File: config.mk
export PLATFORM = sky130hd
export DESIGN_NAME = data_block_scheduler
export DESIGN_NICKNAME = d
export VERILOG_FILES = /design/src/rtl/aes_pkg.sv /design/src/rtl/inflight_counter.sv /design/src/rtl/data_block_scheduler.sv
export SDC_FILE = /design/constraint.sdc
export NUM_CORES = 1
export LEC_CHECK = 0
export BUFFER_PORTS_ARGS = -buffer_cell sky130_fd_sc_hd__buf_2
export CAP_MARGIN = 25
export CORE_AREA = 4 4 211 213
export CTS_BUF_LIST = sky130_fd_sc_hd__clkbuf_16
export CTS_CLUSTER_DIAMETER = 200
export DETAILED_ROUTE_END_ITERATION = 12
export DIE_AREA = 0 0 215 217
export PLACE_DENSITY = 0.55
export SLEW_MARGIN = 30
export SYNTH_ARGS = -nofsm -noshare
export SYNTH_HDL_FRONTEND = slang
export SYNTH_SLANG_ARGS = --single-unit
File: constraint.sdc
create_clock -name clk -period 4.1 [get_ports clk]
set_clock_uncertainty 0.05 [all_clocks]
set_input_delay 0.205 -clock clk [delete_from_list [all_inputs] [get_ports clk]]
set_output_delay 0.205 -clock clk [all_outputs]
set_load 0.01 [all_outputs]
File: src/rtl/aes_pkg.sv
// aes_pkg: shared AES round-state encoding, round-count constants and scheduler FSM states.
package aes_pkg;
  localparam int NR_AES128 = 10;
  localparam int NR_AES192 = 12;
  localparam int NR_AES256 = 14;
  typedef struct packed {
    logic       valid;
    logic [3:0] round;
  } state_t;
  typedef enum logic [1:0] {IDLE, RUN, DRAIN} sched_state_t;
endpackage

File: src/rtl/inflight_counter.sv
// inflight_counter: up/down count of blocks in the round engine, bounded to 0..DEPTH.
module inflight_counter #(
  parameter int DEPTH = 4
) (
  input  logic       clk,
  input  logic       n_rst,
  input  logic       i_inc,
  input  logic       i_dec,
  output logic [3:0] o_count,
  output logic       o_full,
  output logic       o_empty
);
  logic [3:0] r_count;
  logic       w_up;
  logic       w_dn;
  assign o_count = r_count;
  assign o_full  = r_count >= 4'(DEPTH);
  assign o_empty = r_count == '0;
  assign w_up    = i_inc && !i_dec && !o_full;
  assign w_dn    = i_dec && !i_inc && !o_empty;
  always_ff @(posedge clk)
    if (!n_rst) r_count <= '0;
    else r_count <= w_up ? r_count + 4'd1 : w_dn ? r_count - 4'd1 : r_count;
endmodule

File: src/rtl/data_block_scheduler.sv
// data_block_scheduler: picks recirculation, FIFO injection or bubble for the AES round engine each cycle.
// Optional DBS_PERF_CNT_EN adds saturating injection and stall counters.
module data_block_scheduler
  import aes_pkg::*;
#(
  parameter int BLOCK_W    = 128,
  parameter int ROUND_W    = 5,
  parameter int NUM_ROUNDS = NR_AES128,
  parameter int DEPTH      = 4,
  parameter int TAG_W      = 2
) (
  input  logic               clk,
  input  logic               n_rst,
  input  logic               i_fifo_empty,
  input  logic [BLOCK_W-1:0] i_fifo_block,
  input  logic [TAG_W-1:0]   i_fifo_tag,
  output logic               o_fifo_read,
  input  logic [BLOCK_W-1:0] i_fb_block,
  input  logic [ROUND_W-1:0] i_fb_state,
  input  logic [TAG_W-1:0]   i_fb_tag,
  input  logic               i_flush,
  output logic [BLOCK_W-1:0] o_round_block,
  output logic [ROUND_W-1:0] o_round_state,
  output logic [TAG_W-1:0]   o_round_tag,
  output logic               o_done_valid,
  output logic [BLOCK_W-1:0] o_done_block,
  output logic [TAG_W-1:0]   o_done_tag,
  output logic [3:0]         o_inflight,
  output logic               o_idle
`ifdef DBS_PERF_CNT_EN
  ,
  output logic [15:0]        o_inject_cnt,
  output logic [15:0]        o_stall_cnt
`endif
);
  localparam logic [ROUND_W-1:0] INJ_STATE = {1'b1, {(ROUND_W-1){1'b0}}};
  sched_state_t       r_state;
  logic [BLOCK_W-1:0] r_round_block;
  logic [ROUND_W-1:0] r_round_state;
  logic [TAG_W-1:0]   r_round_tag;
  logic               r_done_valid;
  logic [BLOCK_W-1:0] r_done_block;
  logic [TAG_W-1:0]   r_done_tag;
  logic               w_recirc;
  logic               w_complete;
  logic               w_inject;
  logic               w_full;
  logic               w_empty;
  logic               w_zero_next;
  // Indices beyond the final round are illegal and retire like a normal completion.
  assign w_recirc    = i_fb_state[ROUND_W-1] && (i_fb_state[ROUND_W-2:0] < (ROUND_W-1)'(NUM_ROUNDS));
  assign w_complete  = i_fb_state[ROUND_W-1] && !w_recirc;
  assign w_inject    = n_rst && !i_fifo_empty && !w_recirc && (!w_full || w_complete) &&
                       r_state != DRAIN && !(r_state == RUN && i_flush);
  assign w_zero_next = !w_inject && (w_empty || (o_inflight == 4'd1 && w_complete));
  assign o_fifo_read   = w_inject;
  assign o_round_block = r_round_block;
  assign o_round_state = r_round_state;
  assign o_round_tag   = r_round_tag;
  assign o_done_valid  = r_done_valid;
  assign o_done_block  = r_done_block;
  assign o_done_tag    = r_done_tag;
  assign o_idle        = r_state == IDLE;
  inflight_counter #(.DEPTH(DEPTH)) u_cnt (
    .clk     (clk),
    .n_rst   (n_rst),
    .i_inc   (w_inject),
    .i_dec   (w_complete),
    .o_count (o_inflight),
    .o_full  (w_full),
    .o_empty (w_empty)
  );
  always_ff @(posedge clk)
    if (!n_rst) begin
      r_state       <= IDLE;
      r_round_block <= '0;
      r_round_state <= '0;
      r_round_tag   <= '0;
      r_done_valid  <= 1'b0;
      r_done_block  <= '0;
      r_done_tag    <= '0;
    end else begin
      r_round_state <= w_recirc ? i_fb_state : w_inject ? INJ_STATE : '0;
      r_round_block <= w_recirc ? i_fb_block : w_inject ? i_fifo_block : r_round_block;
      r_round_tag   <= w_recirc ? i_fb_tag : w_inject ? i_fifo_tag : r_round_tag;
      r_done_valid  <= w_complete;
      r_done_block  <= w_complete ? i_fb_block : r_done_block;
      r_done_tag    <= w_complete ? i_fb_tag : r_done_tag;
      r_state       <= r_state == IDLE ? (w_inject ? RUN : IDLE) :
                       w_zero_next ? IDLE :
                       (r_state == RUN && i_flush) ? DRAIN : r_state;
    end
`ifdef DBS_PERF_CNT_EN
  logic [15:0] r_inject_cnt;
  logic [15:0] r_stall_cnt;
  logic        w_stall;
  assign w_stall      = !i_fifo_empty && (w_recirc || (w_full && !w_complete));
  assign o_inject_cnt = r_inject_cnt;
  assign o_stall_cnt  = r_stall_cnt;
  always_ff @(posedge clk)
    if (!n_rst) begin
      r_inject_cnt <= '0;
      r_stall_cnt  <= '0;
    end else begin
      r_inject_cnt <= (w_inject && r_inject_cnt != 16'hFFFF) ? r_inject_cnt + 16'd1 : r_inject_cnt;
      r_stall_cnt  <= (w_stall && r_stall_cnt != 16'hFFFF) ? r_stall_cnt + 16'd1 : r_stall_cnt;
    end
`endif
endmodule

==> impl_metrics.ini, run 1 <==
[run_status]
outcome = completed

[drt]
met2_length_mm = 21.8
wl_mm = 44.7
wl_met1_mm = 16.8
route.vias.total = 12197
routed_via_density = 4.62
wl_per_cell_microns = 16.9
dr.pass1.iters = 5
dr.first_iter.drc_count = 696
drcViolationCount = 0
ant_nets = 0
top_layer_used = met4
wl_met3_mm = 3.73

[clock_tree]
clock-sinks = 272
cts.repair.resized = 0
clkTransAtPathRegs_ps = 60
hold_buffers = 371
tritoncts = yes
post_cts_buffers = 0
cts_buffers = 30
cts_root_buffer = clkbuf_16
clockBufferDepth = 3
htreeDepth = 1
clock_latency_ps = 550

[die]
die_h_microns = 217
core_sq_um = 42700
die-area_sq_um = 46700
fp-row-count = 76
fp.dieW_microns = 215
io_pins = 541
initial_core_util_pct = 23.3

[yosys]
syn-cell-area_sq_um = 9970
synthTopCellsByArea = dfxtp_1 (55%), nand2_1 (10%), a22oi_1 (9.9%), a21oi_1 (6.6%), o21ai_0 (5.4%)
synth_seq_area_share_pct = 54.6
synth.distinct_cells = 35
synth-async-reset-ratio_pct = 0
synth.largest_area_cell = dfxtp_1
synth_nets = 1473
avgSynthCellArea_sq_um = 8.30
synth.top_cell.area_share_pct = 54.6
synth_edf_count = 0
synth.ff_latch_count = 272
yosysWarnings = 0
synth_ff_type = dfxtp_1
netlist_instances = 1201

[timing]
hold_violations = 0
period_minus_slack_ps = 2860
max_slew.worst_pin.slew_ps = 974
fin_crit_sh_pct = 69.8
fin_tns_setup_ps = 0
setup_violations = 0
finalMaxSlewViolations = 0
rsz0062_at_grt = false
max_freq_mhz = 349
layout_setup_ws_ps = 1240
slew-limit-headroom_pct = 35.1
holdWs_ps = 107

[min_path]
min_path_type = input port to flip-flop

[placed_design]
dp_worst_setup_slack_ps = 1630
dpl.hpwl_mm = 28.1
port_buffers = 540
place.gp.congestion = 0.858

[job]
maxCapViolCount = 0

[power_and_ir_drop]
ir_drop_mv = 0.297
cellPowerDensity_nw_per_um2 = 374
p_leak_nw = 7.78

[worst_setup_path]
critical_path.cell_chain = or3_1 > a2111oi_4 > buf_12 > a22oi_1 > dlygate4sd3_1 > o21ai_0
cp.required_ps = 4500
start_kind = flip-flop
cp-end-kind = flip-flop
cpPeakStageDelay_ps = 620
crit_type = flip-flop to flip-flop
slowest_stage = dlygate4sd3_1
path_max_fanout = 68
arrival_ps = 3260

[layout]
final_cell_mix = buf_2 (540), dlygate4sd3_1 (371), dfxtp_1 (272), nand2_1 (266), inv_1 (143)
area_growth_pct = 78.1
mostFrequentLayoutCell = buf_2
nNetsFinal = 2339
fillCellCount = 4091
drive_gt1_share_pct = 28.4
final_util_pct = 41.6
multi_input_area_sq_um = 3660
ff_latch_area_sq_um = 5450

[global_routing]
overflow = 0
grt.total_usage_pct = 18.1
antenna_found_initial = 3
grt_max_degree = 130
grt_pass1_vias = 12692
grt_pass1_wl_mm = 69.5
[synth_stat cells, types with 2 or more instances]
master and n:
dfxtp_1 272, nand2_1 266, inv_1 135, a21oi_1 132, a22oi_1 131, o21ai_0 108, clkbuf_1 64, o21ai_1 25
buf_4 10, buf_1 8, and2_1 6, buf_2 5, nor2_1 4, a31oi_1 3, ha_1 3, nand2b_1 3
nand3_1 3, nor2b_1 3, a21boi_0 2, and3_1 2, mux2i_1 2
[stage by stage]
stage	cells	power (W)	instance area, sq um
CTS	2635	0.00669	17700
detailed placement	2210	0.00387	13100
global route	2638	0.00694	17800
global placement	2210	0.00386	13100
floorplan	1201	0.00339	9970
finish	2638	0.00664	17800
[path summary, 6_finish.rpt]
| path | from | end | slack, ps | cells after the start |
|---|---|---|---|---|
| max reg2reg | u_cnt.o_count[3]$_SDFFE_PN0P_ | o_round_block[126]$_SDFFE_PN0P_ | 1240 | 6 |
| max | u_cnt.o_count[3]$_SDFFE_PN0P_ | o_round_block[126]$_SDFFE_PN0P_ | 1240 | 6 |
| min reg2reg | o_done_block[61]$_SDFFE_PN0P_ | o_done_block[61]$_SDFFE_PN0P_ | 400 | 2 |
| min | i_fb_state[4] | r_state[1]$_SDFFE_PN0P_ | 110 | 4 |
[kinds of logic after synthesis]
family / count (synthesis) / share of synthesized area [%]
adders and majority gates: 3 / 0.377
DFF: 272 / 54.6
buffers and inverters: 222 / 8.80
AOI/OAI and AO/OA: 408 / 24.3
muxes: 2 / 0.201
and+or+nand+nor: 294 / 11.7
[state kept, by name, indices dropped and copies added, names as in the netlist]
name and cells:
o_round_tag 2, o_done_valid 1, o_done_block 128, u_cnt.o_count 4, o_done_tag 2, o_round_block 128
o_round_state 5, r_state 2
[layout make-up]
type / instances / share of cell area [%]
Clock buffer: 31 / 4.37
Tap cell: 546 / 3.85
Antenna cell: 3 / 0.0423
Inverter: 135 / 2.87
Sequential cell: 272 / 30.7
Timing Repair Buffer: 921 / 36.8
Multi-Input combinational cell: 707 / 20.6
Clock inverter: 23 / 0.712
[power by group]
group / switching, W / leakage (nW) / internal [W] / total (W)
sequential: 0.0000982 / 2.24 / 0.00283 / 0.00293
combinational: 0.000614 / 5.07 / 0.000593 / 0.00121
clock: 0.00108 / 0.477 / 0.00142 / 0.00250
[worst max-delay path, delay by kind of cell (launching register included)]
family	cells	cell delay (ps)
compound gates	3	840
buf+inv	2	940
flops	1	350
simple gates	1	460
[routing by layer]
layer	vias to the layer above	global-route usage, %
met4	0	8.87
met2	644	32.6
met3	139	4.72
li1	5739	-
met5	-	0
met1	5675	19.7
Note: power is estimated with default switching activity, not from simulation.
==> run 2, diff against run 1 <==
Settings changed: CORE_AREA 4 4 211 213 to 4 4 206 208, DIE_AREA 0 0 215 217 to 0 0 210 212, PLACE_DENSITY 0.55 to 0.57.
Clock period 4.1 ns to 2.7 ns, I/O delays scaled along.
==> run 2 against run 1 <==
Count of clock-buffer cells in the layout stayed put. Global-route usage is 0.70 points higher. Via count is 1.9% higher. Routed wire length is 3.7% higher. Sequential power is 52% higher. Combinational power is 57% higher. Maximum frequency is 10% higher. Highest routed layer unchanged. First-iteration DRC count is 34% higher. Utilization is 2.9 points higher. Final cell count hardly changed. Worst setup slack worse by 1100 ps.
==> impl_metrics.ini, run 2 (same netlist as run 1, synthesis figures left out) <==
[drt]
wl_per_cell_microns = 17.5
route.vias.total = 12434
wl_mm = 46.3
routed_via_density = 4.71
dr.first_iter.drc_count = 936
ant_nets = 0
drcViolationCount = 0
dr.pass1.iters = 5

[global_routing]
met3_usage_pct = 4.50
grt_max_degree = 131
overflow = 0
antenna_found_initial = 0
grt.total_usage_pct = 18.8
grt_most_used_layer = met2
grt_pass1_wl_mm = 68.4
met1_usage_pct = 21.9
grt_use_met2_pct = 32.8
grt_pass1_vias = 12710

[worst_setup_path]
critical_path.cell_chain = or3_4 > a2111oi_4 > buf_12 > buf_16 > a22oi_1 > dlygate4sd3_1 > o21ai_0
path_max_fanout = 29
arrival_ps = 3010
slowest_stage = dlygate4sd3_1
critPathTopFamily = buffers and inverters
path_depth = 7
worstPathBufferInverterCount = 3
cp.required_ps = 3120
reg2reg_depth = 7
start_kind = flip-flop
cpPeakStageDelay_ps = 600
crit_type = flip-flop to flip-flop
cp-end-kind = flip-flop

[die]
core_sq_um = 40600
die_h_microns = 212
initial_core_util_pct = 24.6
die-area_sq_um = 44500
fp-row-count = 74
fp.dieW_microns = 210
io_pins = 541

[placed_design]
dp_cells = 2202
dpl.hpwl_mm = 28.7
place.gp.congestion = 0.841
port_buffers = 540

[layout]
instances_no_fill = 2639
fillCellCount = 3764
ff_latch_area_sq_um = 5450
area_growth_pct = 81.1
mostFrequentLayoutCell = buf_2
antenna_cells = 0
multi_input_area_sq_um = 3670
final_cell_mix = buf_2 (540), dlygate4sd3_1 (372), dfxtp_1 (272), nand2_1 (266), inv_1 (140)
nNetsFinal = 2355
drive_gt1_share_pct = 29.3

[min_path]
min_path_type = input port to flip-flop
hold_depth = 4

[timing]
fin_crit_sh_pct = 96.0
max_slew.worst_pin.slew_ps = 657
slew-limit-headroom_pct = 56.2
finalMaxSlewViolations = 0
fin_tns_setup_ps = 0
period_minus_slack_ps = 2590
holdWs_ps = 77.0
rsz0062_at_grt = false
setup_violations = 0
hold_violations = 0
max_freq_mhz = 386

[clock_tree]
cts_root_buffer = clkbuf_16
cts_buffers = 30
tritoncts = yes
clkTransAtPathRegs_ps = 60
clock_latency_ps = 550
clock-sinks = 272
clockBufferDepth = 3
htreeDepth = 1

[job]
maxCapViolCount = 0

[power_and_ir_drop]
ir_drop_mv = 0.458
cellPowerDensity_nw_per_um2 = 570
p_leak_nw = 7.94

[run_status]
outcome = completed
run 2: final cells by class:
| cell class | count | area share, % |
|---|---|---|
| clock buffers | 31 | 4.30 |
| well taps | 532 | 3.69 |
| multi-input cells | 707 | 20.3 |
| flip-flops and latches | 272 | 30.2 |
| repair buffers | 937 | 37.8 |
| inverters | 135 | 2.82 |
| clock inverters | 25 | 0.929 |
run 2: power breakdown:
group          total (W)  internal (W)  switching (W)
clock            0.00393       0.00226        0.00167
sequential       0.00446       0.00430       0.000158
combinational    0.00190      0.000941       0.000955
total             0.0103       0.00750        0.00278
run 2: path summary, 6_finish.rpt:
path	to	start	slack, ps
max	o_round_block[126]$_SDFFE_PN0P_	u_cnt.o_count[3]$_SDFFE_PN0P_	110
min	r_state[0]$_SDFFE_PN0P_	i_fb_state[4]	80
max reg2reg	o_round_block[126]$_SDFFE_PN0P_	u_cnt.o_count[3]$_SDFFE_PN0P_	110
min reg2reg	o_done_block[58]$_SDFFE_PN0P_	o_done_block[58]$_SDFFE_PN0P_	400
run 2: repair_timing:
item                                   CTS  global route
hold buffers                           372             0
buffers inserted                         0             6
setup endpoints to repair                1            97
resized for setup                        1             2
pin swaps                                0             1
cloned                                   0             3
endpoints found under the hold margin  270             0
run 2: through the flow:
| step | worst slack, ps | total power, W | utilization [%] | instance area (sq um) |
|---|---|---|---|---|
| after floorplan | 853 | 0.00515 | - | 9970 |
| after global placement | 620 | 0.00589 | 32.7 | 13200 |
| after detailed placement | 577 | 0.00590 | 32.7 | 13200 |
| after CTS | 5.31 | 0.0103 | 44.2 | 17900 |
| after global routing | 15.8 | 0.0108 | 44.5 | 18100 |
| final | 108 | 0.0103 | 44.5 | 18100 |
run 2: per-layer routing:
| layer | share of wire (%) | wire length, microns | up-vias |
|---|---|---|---|
| met1 | 38 | 17500 | 5800 |
| met2 | 48 | 22300 | 723 |
| met3 | 9.0 | 4190 | 148 |
| li1 | - | - | 5763 |
| met4 | 4.9 | 2270 | 0 |
| met5 | 0 | 0 | - |
run 2: worst register-to-register path: stages, from the launching register on:
cell and delay [ps]:
dfxtp_1 350, or3_4 430, a2111oi_4 380, buf_12 220, buf_16 210, a22oi_1 170, dlygate4sd3_1 600, o21ai_0 100
